$ cat config.mk
export PLATFORM = sky130hd
export DESIGN_NAME = usr_lp0_buf
export DESIGN_NICKNAME = d
export VERILOG_FILES = /design/src/rtl/usr_lp0_buf.sv
export SDC_FILE = /design/constraint.sdc
export NUM_CORES = 1
export LEC_CHECK = 0
export CAP_MARGIN = 20
export CORE_MARGIN = 4
export CORE_UTILIZATION = 30
export DETAILED_ROUTE_END_ITERATION = 12
export GPL_TIMING_DRIVEN = 0
export PLACE_DENSITY = 0.51
export SLEW_MARGIN = 30
export SYNTH_ARGS = -nofsm -noshare
export SYNTH_HDL_FRONTEND = slang
export SYNTH_SLANG_ARGS = --single-unit
$ cat constraint.sdc
create_clock -name clk_i -period 28.1 [get_ports clk_i]
set_input_delay 7.025 -clock clk_i [delete_from_list [all_inputs] [get_ports clk_i]]
set_output_delay 7.025 -clock clk_i [all_outputs]
set_load 0.02 [all_outputs]
$ cat src/rtl/usr_lp0_buf.sv
// usr_lp0_buf: AXI-Stream loopback buffer between the H2C master stream and
// the C2H loopback select stage. Circular RAM plus one registered output
// stage (first-word-fall-through). Holds up to 2^DEPTH_LOG2 beats in total,
// output register included, and reports fill level and delivered beat/packet
// counts.
//
// Optional store-and-forward build: define USR_LP0_PKT_MODE_EN. The output
// stage then only pulls from the RAM while a complete packet is buffered,
// with a cut-through escape when a packet longer than the buffer fills it.

`ifndef DATA_WIDTH
`define DATA_WIDTH 64
`endif
`ifndef KEEP_WIDTH
`define KEEP_WIDTH 8
`endif

module usr_lp0_buf #(
  parameter int DEPTH_LOG2 = 4,
  parameter int CNT_WIDTH  = 32
) (
  input  logic                    clk_i,
  input  logic                    rst_i,
  input  logic                    flush_i,
  input  logic [`DATA_WIDTH-1:0]  s_axis_tdata_i,
  input  logic [`KEEP_WIDTH-1:0]  s_axis_tkeep_i,
  input  logic [`KEEP_WIDTH-1:0]  s_axis_tuser_i,
  input  logic                    s_axis_tlast_i,
  input  logic                    s_axis_tvalid_i,
  output logic                    s_axis_tready_o,
  output logic [`DATA_WIDTH-1:0]  m_axis_tdata_o,
  output logic [`KEEP_WIDTH-1:0]  m_axis_tkeep_o,
  output logic [`KEEP_WIDTH-1:0]  m_axis_tuser_o,
  output logic                    m_axis_tlast_o,
  output logic                    m_axis_tvalid_o,
  input  logic                    m_axis_tready_i,
  output logic [DEPTH_LOG2:0]     level_o,
  output logic [CNT_WIDTH-1:0]    pkt_cnt_o,
  output logic [CNT_WIDTH-1:0]    beat_cnt_o
);

  localparam int DW    = `DATA_WIDTH;
  localparam int KW    = `KEEP_WIDTH;
  localparam int WW    = KW + 1 + KW + DW;
  localparam int DEPTH = 1 << DEPTH_LOG2;
  localparam int PW    = DEPTH_LOG2 + 1;
  localparam logic [PW-1:0] LVL_FULL = PW'(DEPTH);

  // Storage word layout: {tuser, tlast, tkeep, tdata}
  logic [WW-1:0] ram [DEPTH];

  logic [PW-1:0] wr_ptr;
  logic [PW-1:0] rd_ptr;
  logic [PW-1:0] level;
  logic [PW-1:0] level_next;
  logic          tready_q;

  logic          out_valid;
  logic          out_last;
  logic [DW-1:0] out_data;
  logic [KW-1:0] out_keep;
  logic [KW-1:0] out_user;

  logic [CNT_WIDTH-1:0] pkt_cnt;
  logic [CNT_WIDTH-1:0] beat_cnt;

  logic          push;
  logic          pop;
  logic          can_load;
  logic          ram_empty;
  logic          load_ok;
  logic          bypass;
  logic          ram_rd;
  logic          ram_wr;
  logic          out_load;
  logic [WW-1:0] in_word;
  logic [WW-1:0] ram_word;
  logic [WW-1:0] load_word;

  // Ready is held low during flush and reset so a beat offered then is
  // never acknowledged, even if the registered ready was still high.
  assign s_axis_tready_o = tready_q & ~flush_i & ~rst_i;

  assign push      = s_axis_tvalid_i & s_axis_tready_o;
  assign pop       = out_valid & m_axis_tready_i;
  assign can_load  = ~out_valid | pop;
  assign ram_empty = (wr_ptr == rd_ptr);
  assign in_word   = {s_axis_tuser_i, s_axis_tlast_i, s_axis_tkeep_i, s_axis_tdata_i};
  assign ram_word  = ram[rd_ptr[DEPTH_LOG2-1:0]];

  // An empty RAM with a free output stage lets the incoming beat skip the
  // RAM entirely, giving the one-cycle minimum latency.
  assign bypass    = can_load & ram_empty & push & load_ok;
  assign ram_rd    = can_load & ~ram_empty & load_ok;
  assign ram_wr    = push & ~bypass;
  assign out_load  = bypass | ram_rd;
  assign load_word = bypass ? in_word : ram_word;

`ifdef USR_LP0_PKT_MODE_EN
  logic [PW-1:0] stored_pkts;
  logic [PW-1:0] stored_pkts_next;
  logic          escape;
  logic          push_last;
  logic          pop_last;

  assign push_last = push & s_axis_tlast_i;
  assign pop_last  = pop & out_last;

  // Packets still buffered after this cycle's traffic; gating on the
  // post-update count stops a partial packet from following a finished one.
  always_comb begin
    stored_pkts_next = stored_pkts + PW'(push_last) - PW'(pop_last);
  end

  assign load_ok = (stored_pkts_next != '0) | (escape & ~pop_last);

  // Complete-packet count and the oversize-packet escape flag.
  always_ff @(posedge clk_i) begin
    if (rst_i || flush_i) begin
      stored_pkts <= '0;
      escape      <= 1'b0;
    end else begin
      stored_pkts <= stored_pkts_next;
      if (pop_last) begin
        escape <= 1'b0;
      end else if (level == LVL_FULL && stored_pkts == '0) begin
        escape <= 1'b1;
      end
    end
  end
`else
  assign load_ok = 1'b1;
`endif

  // Total occupancy: RAM contents plus the output register.
  always_comb begin
    level_next = level + PW'(push) - PW'(pop);
  end

  // RAM write port; contents need no reset since pointers define validity.
  always_ff @(posedge clk_i) begin
    if (ram_wr) begin
      ram[wr_ptr[DEPTH_LOG2-1:0]] <= in_word;
    end
  end

  // Pointers, level and registered input ready.
  always_ff @(posedge clk_i) begin
    if (rst_i || flush_i) begin
      wr_ptr   <= '0;
      rd_ptr   <= '0;
      level    <= '0;
      tready_q <= 1'b0;
    end else begin
      if (ram_wr) wr_ptr <= wr_ptr + PW'(1);
      if (ram_rd) rd_ptr <= rd_ptr + PW'(1);
      level    <= level_next;
      tready_q <= (level_next != LVL_FULL);
    end
  end

  // Output register: loads on a free slot, otherwise holds until taken.
  always_ff @(posedge clk_i) begin
    if (rst_i) begin
      out_valid <= 1'b0;
      out_last  <= 1'b0;
      out_data  <= '0;
      out_keep  <= '0;
      out_user  <= '0;
    end else if (flush_i) begin
      out_valid <= 1'b0;
    end else if (out_load) begin
      out_valid <= 1'b1;
      {out_user, out_last, out_keep, out_data} <= load_word;
    end else if (pop) begin
      out_valid <= 1'b0;
    end
  end

  // Delivered beat and packet counters; flush leaves them alone.
  always_ff @(posedge clk_i) begin
    if (rst_i) begin
      pkt_cnt  <= '0;
      beat_cnt <= '0;
    end else if (pop) begin
      beat_cnt <= beat_cnt + CNT_WIDTH'(1);
      if (out_last) pkt_cnt <= pkt_cnt + CNT_WIDTH'(1);
    end
  end

  assign m_axis_tvalid_o = out_valid;
  assign m_axis_tlast_o  = out_last;
  assign m_axis_tdata_o  = out_data;
  assign m_axis_tkeep_o  = out_keep;
  assign m_axis_tuser_o  = out_user;
  assign level_o         = level;
  assign pkt_cnt_o       = pkt_cnt;
  assign beat_cnt_o      = beat_cnt;

endmodule

==> impl_metrics.toml <==
[logic_synthesis]
syn_inst = 2623
synth.area.top_cells = "edfxtp_1, mux4_2, dfxtp_1"
seq_area_frac_synth = 0.770
synth_edf_count = 1296
synth_nets = 2722
synth.cells.most_frequent = "edfxtp_1, mux4_2, dfxtp_1"
synth_area_per_cell_sq_um = 20.9
synth_cell_types = 52
yosysMostFrequentCell = "edfxtp_1"
synth_top_area_frac = 0.709
yosysWarnings = 0
yosys.area.top_type = "edfxtp_1"
ys.flop_type = "edfxtp_1"
async_reset_ff_frac = 0
synth_area_sq_mm = 0.0549
ys_seq_elements = 1462

[final_layout]
utilization = 0.366
finalInstanceArea_sq_mm = 0.0664
nets = 3182
drive_gt1_frac = 0.211
nFillCells = 16600
syn2layout_area_growth_pct = 21.0

[floorplan]
die_area_sq_mm = 0.190
io_pins = 238
core-area_sq_mm = 0.181
fp.dieW_um = 436
initial_core_util = 0.303
die_h_um = 436
rows = 156

[sta]
max_freq_ghz = 0.0636
timing.final.crit_share = 0.559
hold_slack_ns = 0.482
rsz0062_at_grt = "false"
worst_pin_slew_ns = 0.986
fin_tns_setup_ns = 0
finalMaxSlewViolations = 0
finalSetupViolations = 0
finalWorstSetupSlack_ns = 12.39
finalHoldViolations = 0
finClkSkew_ns = 0.0390
fin_crit_ns = 15.71
slew_headroom = 0.342

[global_route]
grt_max_degree = 31
grt_pass1_wl_um = 218000
antenna_found_initial = 19
grt_use_total = 0.158
grt_pass1_vias = 29300
overflow = 0

[route]
first_pass_iters = 7
drc_errors = 0
drt_iter0_drc = 2614
vias = 28200
antenna_left = 0
wl_per_cell_um = 27.2
avgViaCountPerCell = 5.04
routed_wl_um = 152000

[clock_network]
clockRootBuffer = "clkbuf_16"
clk_pin_slew_worst_paths_ns = 0.06
clock-sinks = 1462
cts_max_level = 4
cts_resized = 0
cts_buffers = 156
clockBufferDepth = 3
ctsHoldBuffers = 0
cts_tree = "yes"
insertion_delay_ns = 0.79
post-cts-setup-buffer-count = 0

[worst_setup_path]
cp.required_ns = 21.08
crit_fanout = 8
crit_type = "in2out"
end_kind = "primary output"
critPathArrivalTime_ns = 8.69
cp-start-kind = "primary input"

[pwr]
power-per-cell-area_mw_per_mm2 = 66.2
p_leak_nw = 20.3
ir_drop_mv = 0.0637

[run]
drv_cap = 0

[run_status]
status = "finished, final reports clean"

[place]
gp_congestion = 0.720
post-dp-hpwl_um = 93900
placed_area_sq_mm = 0.0615
dpl_worst_slack_ns = 12.35
numPortBuffers = 236

[worst_hold_path]
hold_path_class = "reg2reg"
[cells by family after synthesis]
kind of cell,Yosys count,synth area share
AO/OA/AOI/OAI,354,0.0478
XOR/XNOR,64,0.0102
adder cells (fa/ha/maj),13,0.00310
buffers and inverters,164,0.0122
flip-flops,1462,0.770
multiplexers,333,0.135
AND/OR/NAND/NOR,233,0.0223
[layout make-up]
class	count	area [sq um]	area share
flip-flops and latches	1462	42200	0.636
multi-input cells	997	12100	0.182
clock buffers	219	4330	0.0652
repair buffers	302	3570	0.0538
well taps	2370	2970	0.0447
plain buffers	150	633	0.00954
clock inverters	63	504	0.00760
inverters	14	52.6	0.000792
diodes	7	17.5	0.000264
[worst paths after layout]
path	from	depth (start not counted)	endpoint	slack, ns
setup / recovery	flush_i	4	s_axis_tready_o	12.39
hold / removal	wr_ptr[4]	1	wr_ptr[4]	0.48
setup reg to reg	wr_ptr[2]	13	ram[3][8]	24.37
hold reg to reg	wr_ptr[4]	1	wr_ptr[4]	0.48
[critical path: stages]
cell and delay [ns]:
clkdlybuf4s50_1 0.47, nor2_2 0.34, and2_1 0.18, clkdlybuf4s50_1 0.66
[power breakdown]
| group | switching, W | total [W] | internal (W) |
|---|---|---|---|
| combinational | 0.0000444 | 0.0000645 | 0.0000201 |
| clock | 0.000835 | 0.00196 | 0.00113 |
| sequential | 0.00000326 | 0.00237 | 0.00237 |
| total | 0.000883 | 0.00440 | 0.00351 |
[sequential cells by signal, summed over array words and instances (netlist names), 5 cells and up, named ones only]
signal          cells
beat_cnt_o         32
level_o             5
pkt_cnt_o          32
m_axis_tkeep_o      8
rd_ptr              5
m_axis_tuser_o      8
ram              1296
m_axis_tdata_o     64
wr_ptr              5
[routing by layer]
layer	up-vias	wire length, um	track usage	part of all wire
met2	887	75300	0.265	0.49
met3	222	9040	0.0360	0.059
met1	15000	63900	0.205	0.42
met5	-	0	0	0
met4	0	3880	0.0459	0.026
li1	12000	-	-	-
[metrics by stage]
stage | power, W | instances
2_1_floorplan | 0.00243 | 2623
3_3_place_gp | 0.00248 | 5229
3_5_place_dp | 0.00248 | 5295
4_1_cts | 0.00445 | 5577
5_1_grt | 0.00454 | 5579
6_report | 0.00440 | 5584
[layout by cell type (no fill, tap or decap), types with 42 or more instances in the layout]
cell	Yosys	routed
a22oi_1	162	162
a221o_1	81	81
clkdlybuf4s50_1	0	236
clkbuf_1	93	137
dfxtp_1	166	166
xor2_1	42	42
mux4_2	324	324
clkbuf_16	0	161
edfxtp_1	1296	1296
nor2_1	75	73
a21oi_1	94	94
Note: power is estimated with default switching activity, not from simulation.
